## config.mk

```make
export PLATFORM = sky130hd
export DESIGN_NAME = period_framer_flat
export DESIGN_NICKNAME = d
export VERILOG_FILES = /design/src/rtl/period_framer_pkg.sv /design/src/rtl/period_framer_if.sv /design/src/rtl/period_framer_sig_conditioner.sv /design/src/rtl/period_framer.sv /design/src/flat_wrapper.sv
export SDC_FILE = /design/constraint.sdc
export NUM_CORES = 1
export LEC_CHECK = 0
export CAP_MARGIN = 15
export CORE_UTILIZATION = 45
export DETAILED_ROUTE_END_ITERATION = 8
export PLACE_DENSITY = 0.8
export SYNTH_ARGS = -nofsm -noshare
export SYNTH_HDL_FRONTEND = slang
export SYNTH_SLANG_ARGS = --single-unit
```

## constraint.sdc

```tcl
create_clock -name clk -period 2.6 [get_ports clk]
set_input_delay 0.26 -clock clk [delete_from_list [all_inputs] [get_ports clk]]
set_output_delay 0.26 -clock clk [all_outputs]
set_load 0.02 [all_outputs]
```

## src/rtl/period_framer_pkg.sv

```systemverilog
// Shared definitions for the waveform-identification front end: framer
// state encoding and the default counter/window limits, which the
// downstream distinguish counter also uses for its own window checks.
package framer_pkg;

    typedef enum logic [1:0] {
        ST_IDLE   = 2'd0,
        ST_ARMING = 2'd1,
        ST_LOCKED = 2'd2
    } framer_state_e;

    localparam int FRAMER_CNT_W       = 12;
    localparam int FRAMER_PER_MIN     = 200;
    localparam int FRAMER_PER_MAX     = 2000;
    localparam int FRAMER_SYNC_STAGES = 2;
    localparam int FRAMER_FILT_LEN    = 4;
    localparam int FRAMER_LOCK_N      = 2;

    // Pin-to-strobe latency of the conditioning path, identical for zc and cmp1.
    function automatic int framer_latency(input int sync_stages, input int filt_len);
        return sync_stages + filt_len + 1;
    endfunction

endpackage

```

## src/rtl/period_framer_if.sv

```systemverilog
// Signal bundle between the comparator front end and the framer.
// The master side drives the two raw comparator levels; the slave side
// (the framer) returns the strobes, counters and status.
// Strobe semantics: set and cmp1_pulse are registered, high for exactly
// one clk cycle per event, and carry no back-pressure; the consumer must
// take them in the cycle they appear. phase_cnt and period are valid
// every cycle and period changes only in a set cycle.
interface period_framer_if
    import framer_pkg::*;
#(
    parameter int CNT_W = FRAMER_CNT_W
) ();

    logic             zc_sig;
    logic             cmp1_sig;
    logic             set;
    logic             cmp1_pulse;
    logic [CNT_W-1:0] phase_cnt;
    logic [CNT_W-1:0] period;
    logic             locked;
    logic             no_signal;
    framer_state_e    state_dbg;

    modport master (
        output zc_sig,
        output cmp1_sig,
        input  set,
        input  cmp1_pulse,
        input  phase_cnt,
        input  period,
        input  locked,
        input  no_signal,
        input  state_dbg
    );

    modport slave (
        input  zc_sig,
        input  cmp1_sig,
        output set,
        output cmp1_pulse,
        output phase_cnt,
        output period,
        output locked,
        output no_signal,
        output state_dbg
    );

endinterface

```

## src/rtl/period_framer_sig_conditioner.sv

```systemverilog
// Conditions one asynchronous comparator output: synchronizer chain,
// run-length glitch filter and rising-edge detector. The rise output is
// combinational from the filter registers so the parent can register its
// strobe in the following cycle.
module sig_conditioner #(
    parameter int SYNC_STAGES = 2,
    parameter int FILT_LEN    = 4
) (
    input  logic clk,
    input  logic rst_n,
    input  logic async_in,
    output logic rise
);

    // Run counter only needs to reach FILT_LEN-1; the FILT_LEN-th
    // differing sample is the one that flips the filtered level.
    localparam int CW = (FILT_LEN > 1) ? $clog2(FILT_LEN) : 1;
    localparam logic [CW-1:0] RUN_LAST = CW'(FILT_LEN - 1);

    logic [SYNC_STAGES-1:0] sync_q;
    logic                   sync_out;
    logic [CW-1:0]          run_q;
    logic                   filt_q;
    logic                   filt_d1_q;

    assign sync_out = sync_q[SYNC_STAGES-1];

    // Metastability chain: bit 0 samples the pin, last bit feeds the filter.
    always_ff @(posedge clk or negedge rst_n) begin
        if (!rst_n) begin
            sync_q <= '0;
        end else begin
            sync_q[0] <= async_in;
            for (int i = 1; i < SYNC_STAGES; i++) begin
                sync_q[i] <= sync_q[i-1];
            end
        end
    end

    // Glitch filter: count consecutive samples differing from the held level.
    always_ff @(posedge clk or negedge rst_n) begin
        if (!rst_n) begin
            run_q  <= '0;
            filt_q <= 1'b0;
        end else if (sync_out == filt_q) begin
            run_q <= '0;
        end else if (run_q == RUN_LAST) begin
            filt_q <= sync_out;
            run_q  <= '0;
        end else begin
            run_q <= run_q + CW'(1);
        end
    end

    // Delayed copy of the filtered level for edge detection.
    always_ff @(posedge clk or negedge rst_n) begin
        if (!rst_n) begin
            filt_d1_q <= 1'b0;
        end else begin
            filt_d1_q <= filt_q;
        end
    end

    assign rise = filt_q & ~filt_d1_q;

endmodule

```

## src/rtl/period_framer.sv

```systemverilog
// Period framer: conditions zc and cmp1, measures the zc period, emits a
// one-cycle set at each accepted period start and forwards at most one
// qualified cmp1 pulse per period while locked.
module period_framer
    import framer_pkg::*;
#(
    parameter int SYNC_STAGES = FRAMER_SYNC_STAGES,
    parameter int FILT_LEN    = FRAMER_FILT_LEN,
    parameter int CNT_W       = FRAMER_CNT_W,
    parameter int PER_MIN     = FRAMER_PER_MIN,
    parameter int PER_MAX     = FRAMER_PER_MAX,
    parameter int LOCK_N      = FRAMER_LOCK_N
) (
    input  logic            clk,
    input  logic            rst_n,
    period_framer_if.slave  bus
);

    localparam logic [CNT_W-1:0] PER_MIN_C = CNT_W'(PER_MIN);
    localparam logic [CNT_W-1:0] PER_MAX_C = CNT_W'(PER_MAX);
    localparam int               GOOD_W    = (LOCK_N > 0) ? $clog2(LOCK_N + 1) : 1;
    localparam logic [GOOD_W-1:0] LOCK_N_C = GOOD_W'(LOCK_N);

    logic zc_rise;
    logic cmp1_rise;

    framer_state_e     state_q, state_d;
    logic [GOOD_W-1:0] good_q, good_d;

    logic [CNT_W-1:0] phase_q, phase_d;
    logic [CNT_W-1:0] period_q, period_d;
    logic [CNT_W-1:0] phase_inc;
    logic             set_q, set_d;
    logic             pulse_q, pulse_d;
    logic             seen_q, seen_d;

    logic lost;
    logic idle_eff;
    logic accept;
    logic locked_now;

    sig_conditioner #(
        .SYNC_STAGES(SYNC_STAGES),
        .FILT_LEN   (FILT_LEN)
    ) u_zc_cond (
        .clk     (clk),
        .rst_n   (rst_n),
        .async_in(bus.zc_sig),
        .rise    (zc_rise)
    );

    sig_conditioner #(
        .SYNC_STAGES(SYNC_STAGES),
        .FILT_LEN   (FILT_LEN)
    ) u_cmp1_cond (
        .clk     (clk),
        .rst_n   (rst_n),
        .async_in(bus.cmp1_sig),
        .rise    (cmp1_rise)
    );

    // Event qualification. phase_inc is the elapsed count this cycle would
    // reach, so a rise exactly N cycles after the previous one measures N.
    // A rise landing in the loss cycle is treated as a fresh start from IDLE.
    always_comb begin
        phase_inc  = (phase_q >= PER_MAX_C) ? PER_MAX_C : phase_q + CNT_W'(1);
        lost       = (state_q != ST_IDLE) && (phase_q >= PER_MAX_C);
        idle_eff   = (state_q == ST_IDLE) || lost;
        accept     = zc_rise && (idle_eff || (phase_inc >= PER_MIN_C));
        locked_now = (state_q == ST_LOCKED) && !lost;
    end

    // Lock FSM next state and good-period count.
    always_comb begin
        state_d = state_q;
        good_d  = good_q;
        if (accept && idle_eff) begin
            state_d = ST_ARMING;
            good_d  = '0;
        end else if (lost) begin
            state_d = ST_IDLE;
            good_d  = '0;
        end else begin
            unique case (state_q)
                ST_IDLE: begin
                    state_d = ST_IDLE;
                end
                ST_ARMING: begin
                    if (good_q >= LOCK_N_C) begin
                        state_d = ST_LOCKED;
                    end else if (accept) begin
                        good_d = good_q + GOOD_W'(1);
                    end
                end
                ST_LOCKED: begin
                    state_d = ST_LOCKED;
                end
                default: begin
                    state_d = ST_IDLE;
                    good_d  = '0;
                end
            endcase
        end
    end

    // Lock FSM state register.
    always_ff @(posedge clk or negedge rst_n) begin
        if (!rst_n) begin
            state_q <= ST_IDLE;
            good_q  <= '0;
        end else begin
            state_q <= state_d;
            good_q  <= good_d;
        end
    end

    // Datapath next values: phase counter, period capture, strobes and the
    // once-per-period cmp1 gate. A cmp1 rise coincident with an accepted zc
    // rise belongs to the new period, so it passes even if the old period
    // already consumed its pulse, and it marks the new period as seen.
    always_comb begin
        set_d    = accept;
        pulse_d  = cmp1_rise && locked_now && (accept || !seen_q);
        phase_d  = phase_inc;
        period_d = period_q;
        seen_d   = seen_q | pulse_d;
        if (accept) begin
            phase_d = '0;
            seen_d  = pulse_d;
            if (!idle_eff) begin
                period_d = phase_inc;
            end
        end
    end

    // Datapath registers.
    always_ff @(posedge clk or negedge rst_n) begin
        if (!rst_n) begin
            phase_q  <= '0;
            period_q <= '0;
            set_q    <= 1'b0;
            pulse_q  <= 1'b0;
            seen_q   <= 1'b0;
        end else begin
            phase_q  <= phase_d;
            period_q <= period_d;
            set_q    <= set_d;
            pulse_q  <= pulse_d;
            seen_q   <= seen_d;
        end
    end

    assign bus.set        = set_q;
    assign bus.cmp1_pulse = pulse_q;
    assign bus.phase_cnt  = phase_q;
    assign bus.period     = period_q;
    assign bus.locked     = (state_q == ST_LOCKED);
    assign bus.no_signal  = (state_q == ST_IDLE);
    assign bus.state_dbg  = state_q;

endmodule
```

## src/flat_wrapper.sv

```systemverilog
// flat-port wrapper written by rule: the top's interface ports become plain ports
module period_framer_flat import framer_pkg::*;
#(
    parameter int SYNC_STAGES = FRAMER_SYNC_STAGES,
    parameter int FILT_LEN    = FRAMER_FILT_LEN,
    parameter int CNT_W       = FRAMER_CNT_W,
    parameter int PER_MIN     = FRAMER_PER_MIN,
    parameter int PER_MAX     = FRAMER_PER_MAX,
    parameter int LOCK_N      = FRAMER_LOCK_N
)
  (clk, rst_n, bus_zc_sig, bus_cmp1_sig, bus_set, bus_cmp1_pulse, bus_phase_cnt, bus_period, bus_locked, bus_no_signal, bus_state_dbg);
  period_framer_if #(.CNT_W(CNT_W)) bus_i ();
  input  logic clk;
  input  logic rst_n;
  input wire logic [$bits(bus_i.zc_sig)-1:0] bus_zc_sig;
  input wire logic [$bits(bus_i.cmp1_sig)-1:0] bus_cmp1_sig;
  output wire logic [$bits(bus_i.set)-1:0] bus_set;
  output wire logic [$bits(bus_i.cmp1_pulse)-1:0] bus_cmp1_pulse;
  output wire logic [$bits(bus_i.phase_cnt)-1:0] bus_phase_cnt;
  output wire logic [$bits(bus_i.period)-1:0] bus_period;
  output wire logic [$bits(bus_i.locked)-1:0] bus_locked;
  output wire logic [$bits(bus_i.no_signal)-1:0] bus_no_signal;
  output wire logic [$bits(bus_i.state_dbg)-1:0] bus_state_dbg;
  assign bus_i.zc_sig = bus_zc_sig;
  assign bus_i.cmp1_sig = bus_cmp1_sig;
  assign bus_set = bus_i.set;
  assign bus_cmp1_pulse = bus_i.cmp1_pulse;
  assign bus_phase_cnt = bus_i.phase_cnt;
  assign bus_period = bus_i.period;
  assign bus_locked = bus_i.locked;
  assign bus_no_signal = bus_i.no_signal;
  assign bus_state_dbg = bus_i.state_dbg;
  period_framer #(.SYNC_STAGES(SYNC_STAGES), .FILT_LEN(FILT_LEN), .CNT_W(CNT_W), .PER_MIN(PER_MIN), .PER_MAX(PER_MAX), .LOCK_N(LOCK_N)) u_core (.clk(clk), .rst_n(rst_n), .bus(bus_i));
endmodule
```

==> flow_summary_export.csv, run 1 <==
group,metric,value,unit
status,run_status,"finished clean",
logic_synthesis,synthCells,183,
logic_synthesis,syn-mean-instance-area,10.8,um^2
global_routing,grt_antenna_before_repair,0,
place,post-dp-hpwl,2840,um
clocking,clock_sink_total,43,
clocking,numCtsBuffers,5,
layout,final_design_area_no_fill,2480,um^2
place,placedInstanceArea,2340,um^2
sta,fin_setup_tns,0,ns
logic_synthesis,ys_seq_elements,43,
sta,timing.final.hold_violations,0,
pwr,vdd_drop_max,0.495,mV
sta,timing.clock.skew,0.00570,ns
layout,antenna_cells,0,
clocking,post_cts.resized_instances,0,
drt,initialDrtViolationCount,78,
job,cap_violations,0,
logic_synthesis,post_synth_num_cell_types,41,
floorplan,design.core.area,4120,um^2
clocking,postCtsSetupBuffers,0,
sta,fmax,0.412,GHz
pwr,leakage,1.06,nW
sta,setup_slack,0.172,ns
setup_path,rr_worst_depth,9,
sta,slew_headroom,0.388,
place,gp_congestion,0.880,
setup_path,regToRegEndpoint,"u_core.bus.period[1]",
sta,final_max_slew_viol_count,0,
min_path,worstHoldPathType,"in2async",
sta,pin_slew_with_the_least_headroom_to_its_limit,0.918,ns
global_routing,grtUsageTotal,0.193,
global_routing,first_global_vias,1345,
floorplan,die_w,68.2,um
sta,layout_worst_path_cycle_share,0.934,
floorplan,core.rowCount,23,
setup_path,arr_time_crit_path,2.61,ns
global_routing,largest_net_degree_at_the_start_of_global_routing,44,
setup_path,crit_fanout,12,
floorplan,area_of_the_die,4660,um^2
logic_synthesis,portion_of_the_post_synthesis_area_used_by_sequential_elements,0.545,
drt,via_to_cell_ratio,5.39,
sta,setup_viol,0,
drt,dr.pass1.iters,4,
place,pre_cts_ws,0.205,ns
global_routing,first_pass_grt_wire_length,6430,um
logic_synthesis,synth_fp_nets,195,
pwr,power_density,1220,nW/um^2
setup_path,cp.required,2.78,ns
floorplan,initial_utilization,0.480,
clocking,ctsHtreeMaxLevel,2,
sta,grt_setup_unrepaired,"no",
logic_synthesis,mappedNetlistArea,1970,um^2
setup_path,timing.critical_path.from_type,"flip-flop",
drt,drc,0,
setup_path,critical_path.max_stage_delay,0.46,ns
drt,avgRoutedWirePerCell,14.6,um
clocking,cts_hold_repair.buffers,0,
floorplan,top_level_ports,34,
setup_path,crit_slowest_cell,"sky130_fd_sc_hd__dfrtp_1",
clocking,cts_root_buffer,"sky130_fd_sc_hd__clkbuf_8",
drt,routed_wl,3930,um
place,io_buffers,33,
layout,layout-drive-gt1-share,0.100,
setup_path,cpLargestDelayFamily,"compound AO/OA/AOI/OAI gates",
clocking,clock_insertion_delay_worst_skew,0.30,ns
global_routing,global_route.overflow_total,0,
setup_path,cp-end-kind,"flip-flop",
clocking,cts.clk_slew.worst_paths,0.08,ns
setup_path,ff2ff_setup_slack,0.17,ns
clocking,cts-root-to-sink-buffers,2,
floorplan,die_height,68.2,um
clocking,tritoncts,"done",
logic_synthesis,yosysWarnings,0,
layout,final_nets,230,
sta,period_minus_slack,2.43,ns
drt,via_count,1450,
layout,layout-area-overhead-vs-synth,25.6,%
setup_path,crit_path_cell_trace,"ha_1 > xnor2_1 > a41o_1 > o41ai_1 > a211o_1 > o21ai_4 > inv_2 > and2_4 > mux2_4",
layout,finish.cell_count_without_fillers,269,
setup_path,path_class,"reg2reg",
place,placed_cells,261,
setup_path,worst_r2r_startpoint,"u_core.bus.phase_cnt[1]",
setup_path,cp_num_buf_inv,1,
drt,final_antenna_net_count,0,
==> flip-flops by register name (all words and copies together) (netlist names) <==
signal                        count
u_core.good_q                     2
u_core.bus.period                12
u_core.u_zc_cond.filt_d1_q        1
u_core.u_cmp1_cond.filt_q         1
u_core.u_zc_cond.filt_q           1
u_core.u_zc_cond.run_q            2
u_core.u_cmp1_cond.filt_d1_q      1
u_core.u_cmp1_cond.sync_q         2
u_core.u_zc_cond.sync_q           2
u_core.bus.state_dbg              2
u_core.u_cmp1_cond.run_q          2
u_core.bus.phase_cnt             12
u_core.bus.set                    1
u_core.bus.cmp1_pulse             1
u_core.seen_q                     1
==> layout by cell type (no fill, tap or decap), drive strengths merged, types with 6 or more instances in the layout <==
cell and count:
a21oi 24, nor2 11, inv 9, nand2 12, dfrtp 43, nor2b 6, clkdlybuf4s50 32, ha 8
o21ai 7, mux2 6
==> power by group <==
| group | internal (mW) | leakage, nW | switching, mW | total, mW |
|---|---|---|---|---|
| registers | 0.899 | 0.527 | 0.206 | 1.11 |
| logic | 0.614 | 0.474 | 0.696 | 1.31 |
| clock network | 0.383 | 0.0644 | 0.236 | 0.619 |
==> area by class of cell <==
| type | count | area (um^2) |
|---|---|---|
| multi-input cells | 122 | 816 |
| clock buffers | 5 | 68.8 |
| inverters | 9 | 33.8 |
| clock inverters | 3 | 67.6 |
| repair buffers | 37 | 355 |
| flip-flops and latches | 43 | 1080 |
| fillers | 365 | 1640 |
| well taps | 50 | 62.6 |
==> per-stage QoR <==
step                      utilization  hold WS, ns  total power, mW
after global routing            0.603        0.162             3.25
after floorplan                     -      -0.0356             1.90
after detailed placement        0.569        0.343             2.43
after global placement          0.569        0.333             2.39
final                           0.603       0.0813             3.04
after CTS                       0.603        0.120             3.06
==> logic make-up after synthesis <==
group / synth area share
mux: 0.0482
other cells: 0.00190
buf+inv: 0.0418
xor+xnor: 0.0399
compound gates: 0.141
flops: 0.545
fa+ha+maj: 0.0507
simple gates: 0.131
==> cells in the mapped netlist (all sizes together) <==
cell / n / area share
a21oi: 24 / 0.061
and3: 2 / 0.0063
nor2b: 6 / 0.019
o41ai: 1 / 0.0044
a211o: 1 / 0.0044
nand3: 4 / 0.010
conb: 1 / 0.0019
nor4: 1 / 0.0032
and2: 4 / 0.014
nand2: 12 / 0.023
nand4: 4 / 0.013
clkbuf: 2 / 0.0038
nand2b: 2 / 0.0063
nor2: 11 / 0.021
and4: 1 / 0.0044
a22oi: 1 / 0.0038
o21ai: 7 / 0.023
a31oi: 2 / 0.0063
a2bb2oi: 2 / 0.0089
o211ai: 1 / 0.0038
inv: 9 / 0.017
xnor2: 4 / 0.018
buf: 7 / 0.021
nor3b: 1 / 0.0038
dfrtp: 43 / 0.54
mux2: 6 / 0.038
o22ai: 1 / 0.0032
a41o: 1 / 0.0051
ha: 8 / 0.051
a311oi: 2 / 0.0089
xor2: 5 / 0.022
o311ai: 1 / 0.0044
mux2i: 2 / 0.010
nor3: 3 / 0.0076
o21a: 1 / 0.0038
==> per-layer routing <==
layer | wire (um) | part of all wire | global-route usage | vias to the layer above
met4 | 77 | 0.020 | 0.0781 | 0
met3 | 127 | 0.032 | 0.0550 | 9
met2 | 1850 | 0.47 | 0.300 | 31
li1 | - | - | - | 703
met1 | 1870 | 0.48 | 0.251 | 707
met5 | 0 | 0 | 0 | -
==> worst register-to-register path, stage by stage (launching register included) <==
cell and delay (ns):
sky130_fd_sc_hd__dfrtp_1 0.46, sky130_fd_sc_hd__ha_1 0.37, sky130_fd_sc_hd__xnor2_1 0.16, sky130_fd_sc_hd__a41o_1 0.18
sky130_fd_sc_hd__o41ai_1 0.06, sky130_fd_sc_hd__a211o_1 0.29, sky130_fd_sc_hd__o21ai_4 0.23, sky130_fd_sc_hd__inv_2 0.05
sky130_fd_sc_hd__and2_4 0.19, sky130_fd_sc_hd__mux2_4 0.31
==> worst max path at each step <==
stage	start	to	slack (ns)	depth (start not counted)
6_report	u_core.bus.phase_cnt[1]	u_core.bus.period[1]	0.17	9
5_1_grt	u_core.bus.phase_cnt[1]	u_core.good_q[0]	0.02	10
4_1_cts	u_core.bus.phase_cnt[1]	u_core.bus.period[1]	0.18	9
3_5_place_dp	u_core.bus.phase_cnt[1]	u_core.bus.period[1]	0.21	9
3_3_place_gp	u_core.bus.phase_cnt[1]	u_core.bus.period[0]	0.29	9
2_1_floorplan	u_core.bus.phase_cnt[0]	u_core.bus.period[0]	0.12	11
(Power assumes the default switching activity.)
==> run 2, diff against run 1 <==
Settings changed: CORE_UTILIZATION 45 to 50, PLACE_DENSITY 0.8 to 0.86, SLEW_MARGIN set to 25.
==> flow_summary_export.csv, run 2 (synthesis gave the netlist of run 1 again) <==
group,metric,value,unit
sta,grt_setup_unrepaired,"no",
clocking,cts.clk_slew.worst_paths,0.08,ns
global_routing,grt_antenna_before_repair,0,
sta,timing.clock.skew,0.00780,ns
global_routing,grtUsageMet1,0.276,
place,gp_congestion,0.924,
min_path,worstHoldPathCells,0,
clocking,clock_sink_total,43,
global_routing,grt_util_met2,0.297,
place,placed_cells,258,
pwr,fraction_of_power_consumed_by_sequential_logic,0.383,
job,cap_violations,0,
global_routing,global_route.overflow_total,0,
drt,routed_wl,3700,um
sta,period_minus_slack,2.37,ns
global_routing,first_pass_grt_wire_length,6350,um
setup_path,crit_fanout,12,
drt,avgRoutedWirePerCell,13.9,um
setup_path,arr_time_crit_path,2.55,ns
floorplan,area_of_the_die,4200,um^2
layout,layout-drive-gt1-share,0.0963,
clocking,numCtsBuffers,5,
drt,drc,0,
global_routing,largest_net_degree_at_the_start_of_global_routing,44,
sta,fmax,0.422,GHz
pwr,report.power.total,2.90,mW
layout,antenna_cells,0,
layout,finish.utilization,0.661,
floorplan,design.core.area,3720,um^2
clocking,cts-root-to-sink-buffers,2,
pwr,vdd_drop_max,0.681,mV
clocking,ctsHtreeMaxLevel,2,
drt,via_count,1462,
min_path,hold_path_end,"u_core.u_zc_cond.sync_q[1]",
drt,dr.pass1.iters,4,
sta,pin_slew_with_the_least_headroom_to_its_limit,0.509,ns
setup_path,rr_worst_depth,9,
place,io_buffers,33,
sta,final_max_slew_viol_count,0,
layout,final_nets,230,
global_routing,grt.met3_usage,0.0546,
clocking,clock_insertion_delay_worst_skew,0.30,ns
pwr,leakage,1.05,nW
clocking,postCtsSetupBuffers,0,
clocking,tritoncts,"done",
setup_path,worst_r2r_startpoint,"u_core.bus.phase_cnt[0]",
floorplan,die_height,64.8,um
setup_path,regToRegEndpoint,"u_core.bus.period[0]",
place,post-dp-hpwl,2580,um
global_routing,first_global_vias,1415,
floorplan,initial_utilization,0.531,
setup_path,ff2ff_setup_slack,0.23,ns
sta,layout_worst_path_cycle_share,0.911,
layout,finish.cell_count_without_fillers,266,
status,run_status,"finished clean",
setup_path,timing.critical_path.from_type,"flip-flop",
sta,setup_viol,0,
pwr,netSwitchingPower,1.12,mW
floorplan,top_level_ports,34,
layout,layout-area-overhead-vs-synth,24.3,%
pwr,p_sw_frac,0.384,
setup_path,cp-end-kind,"flip-flop",
sta,slew_headroom,0.661,
min_path,worstHoldPathType,"reg2reg",
floorplan,die_w,64.8,um
pwr,power_density,1180,nW/um^2
layout,layout.cells.most_common,"sky130_fd_sc_hd__dfrtp_1",
pwr,power.combinational.fraction,0.444,
pwr,power.share.clock,0.174,
setup_path,path_class,"reg2reg",
layout,most_used_cells_in_the_layout_excluding_fill_and_tap_cells,"sky130_fd_sc_hd__dfrtp_1 (43), sky130_fd_sc_hd__clkdlybuf4s50_1 (32), sky130_fd_sc_hd__a21oi_1 (24), sky130_fd_sc_hd__nand2_1 (12), sky130_fd_sc_hd__nor2_1 (11)",
setup_path,cp.required,2.78,ns
clocking,cts_root_buffer,"sky130_fd_sc_hd__clkbuf_8",
sta,fin_setup_tns,0,ns
drt,final_antenna_net_count,0,
pwr,cell_internal_pwr,1.79,mW
min_path,holdCritStartpoint,"u_core.u_zc_cond.sync_q[0]",
global_routing,grtUsageTotal,0.203,
layout,fillCellCount,280,
drt,via_to_cell_ratio,5.50,
global_routing,grt-busiest-layer,"met2",
floorplan,core.rowCount,22,
sta,timing.final.hold_violations,0,
drt,initialDrtViolationCount,116,
==> run 2: worst max path at each step <==
stage,startpoint,endpoint,slack [ns],cells after the start
final,u_core.bus.phase_cnt[0],u_core.bus.period[0],0.23,9
after global routing,u_core.bus.phase_cnt[2],u_core.good_q[0],0.05,9
after CTS,u_core.bus.phase_cnt[0],u_core.bus.period[0],0.15,9
after detailed placement,u_core.bus.phase_cnt[0],u_core.bus.period[0],0.18,9
after global placement,u_core.bus.phase_cnt[0],u_core.bus.period[0],0.27,9
after floorplan,u_core.bus.phase_cnt[0],u_core.bus.period[0],0.12,11
==> run 2: area by class of cell <==
| class | count | area (um^2) | area share |
|---|---|---|---|
| clock buffers | 5 | 68.8 | 0.0280 |
| repair buffers | 37 | 360 | 0.147 |
| multi-input cells | 122 | 818 | 0.333 |
| inverters | 9 | 33.8 | 0.0138 |
| flip-flops and latches | 43 | 1080 | 0.438 |
| clock inverters | 2 | 37.5 | 0.0153 |
| well taps | 48 | 60.1 | 0.0245 |
==> run 2: per-layer routing <==
layer | routed length [um] | part of all wire
met2 | 1710 | 0.46
met4 | 61 | 0.017
met5 | 0 | 0
met3 | 217 | 0.059
met1 | 1710 | 0.46
==> run 2: worst max-delay path, cell delays in order (launching register included) <==
cell and delay [ns]:
sky130_fd_sc_hd__dfrtp_1 0.47, sky130_fd_sc_hd__ha_2 0.32, sky130_fd_sc_hd__xnor2_1 0.14, sky130_fd_sc_hd__a41o_1 0.18, sky130_fd_sc_hd__o41ai_1 0.06, sky130_fd_sc_hd__a211o_1 0.30
sky130_fd_sc_hd__o21ai_4 0.23, sky130_fd_sc_hd__inv_2 0.06, sky130_fd_sc_hd__and2_4 0.19, sky130_fd_sc_hd__mux2_4 0.31
==> run 2: power by group through the flow <==
stage                     Sequential (mW)  Combinational, mW  Clock, mW
final                                1.11               1.29      0.504
after global routing                 1.14               1.41      0.541
after CTS                            1.11               1.29      0.512
after detailed placement             1.12               1.28          0
after global placement               1.11               1.26          0
after floorplan                      1.25              0.653          0
==> run 2: stage by stage <==
step                      setup WS, ns  hold WS [ns]  instance area [um^2]
after floorplan                  0.120       -0.0356                  1970
after global placement           0.268         0.335                  2330
after detailed placement         0.176         0.339                  2330
after CTS                        0.149         0.118                  2440
after global routing            0.0538         0.354                  2450
final                            0.231         0.350                  2450
==> run 2: timing repair <==
action | CTS | global route
setup endpoints to repair | 0 | 1
hold endpoints to repair | 0 | 43
resized for setup | 0 | 1
hold buffers | 0 | 1
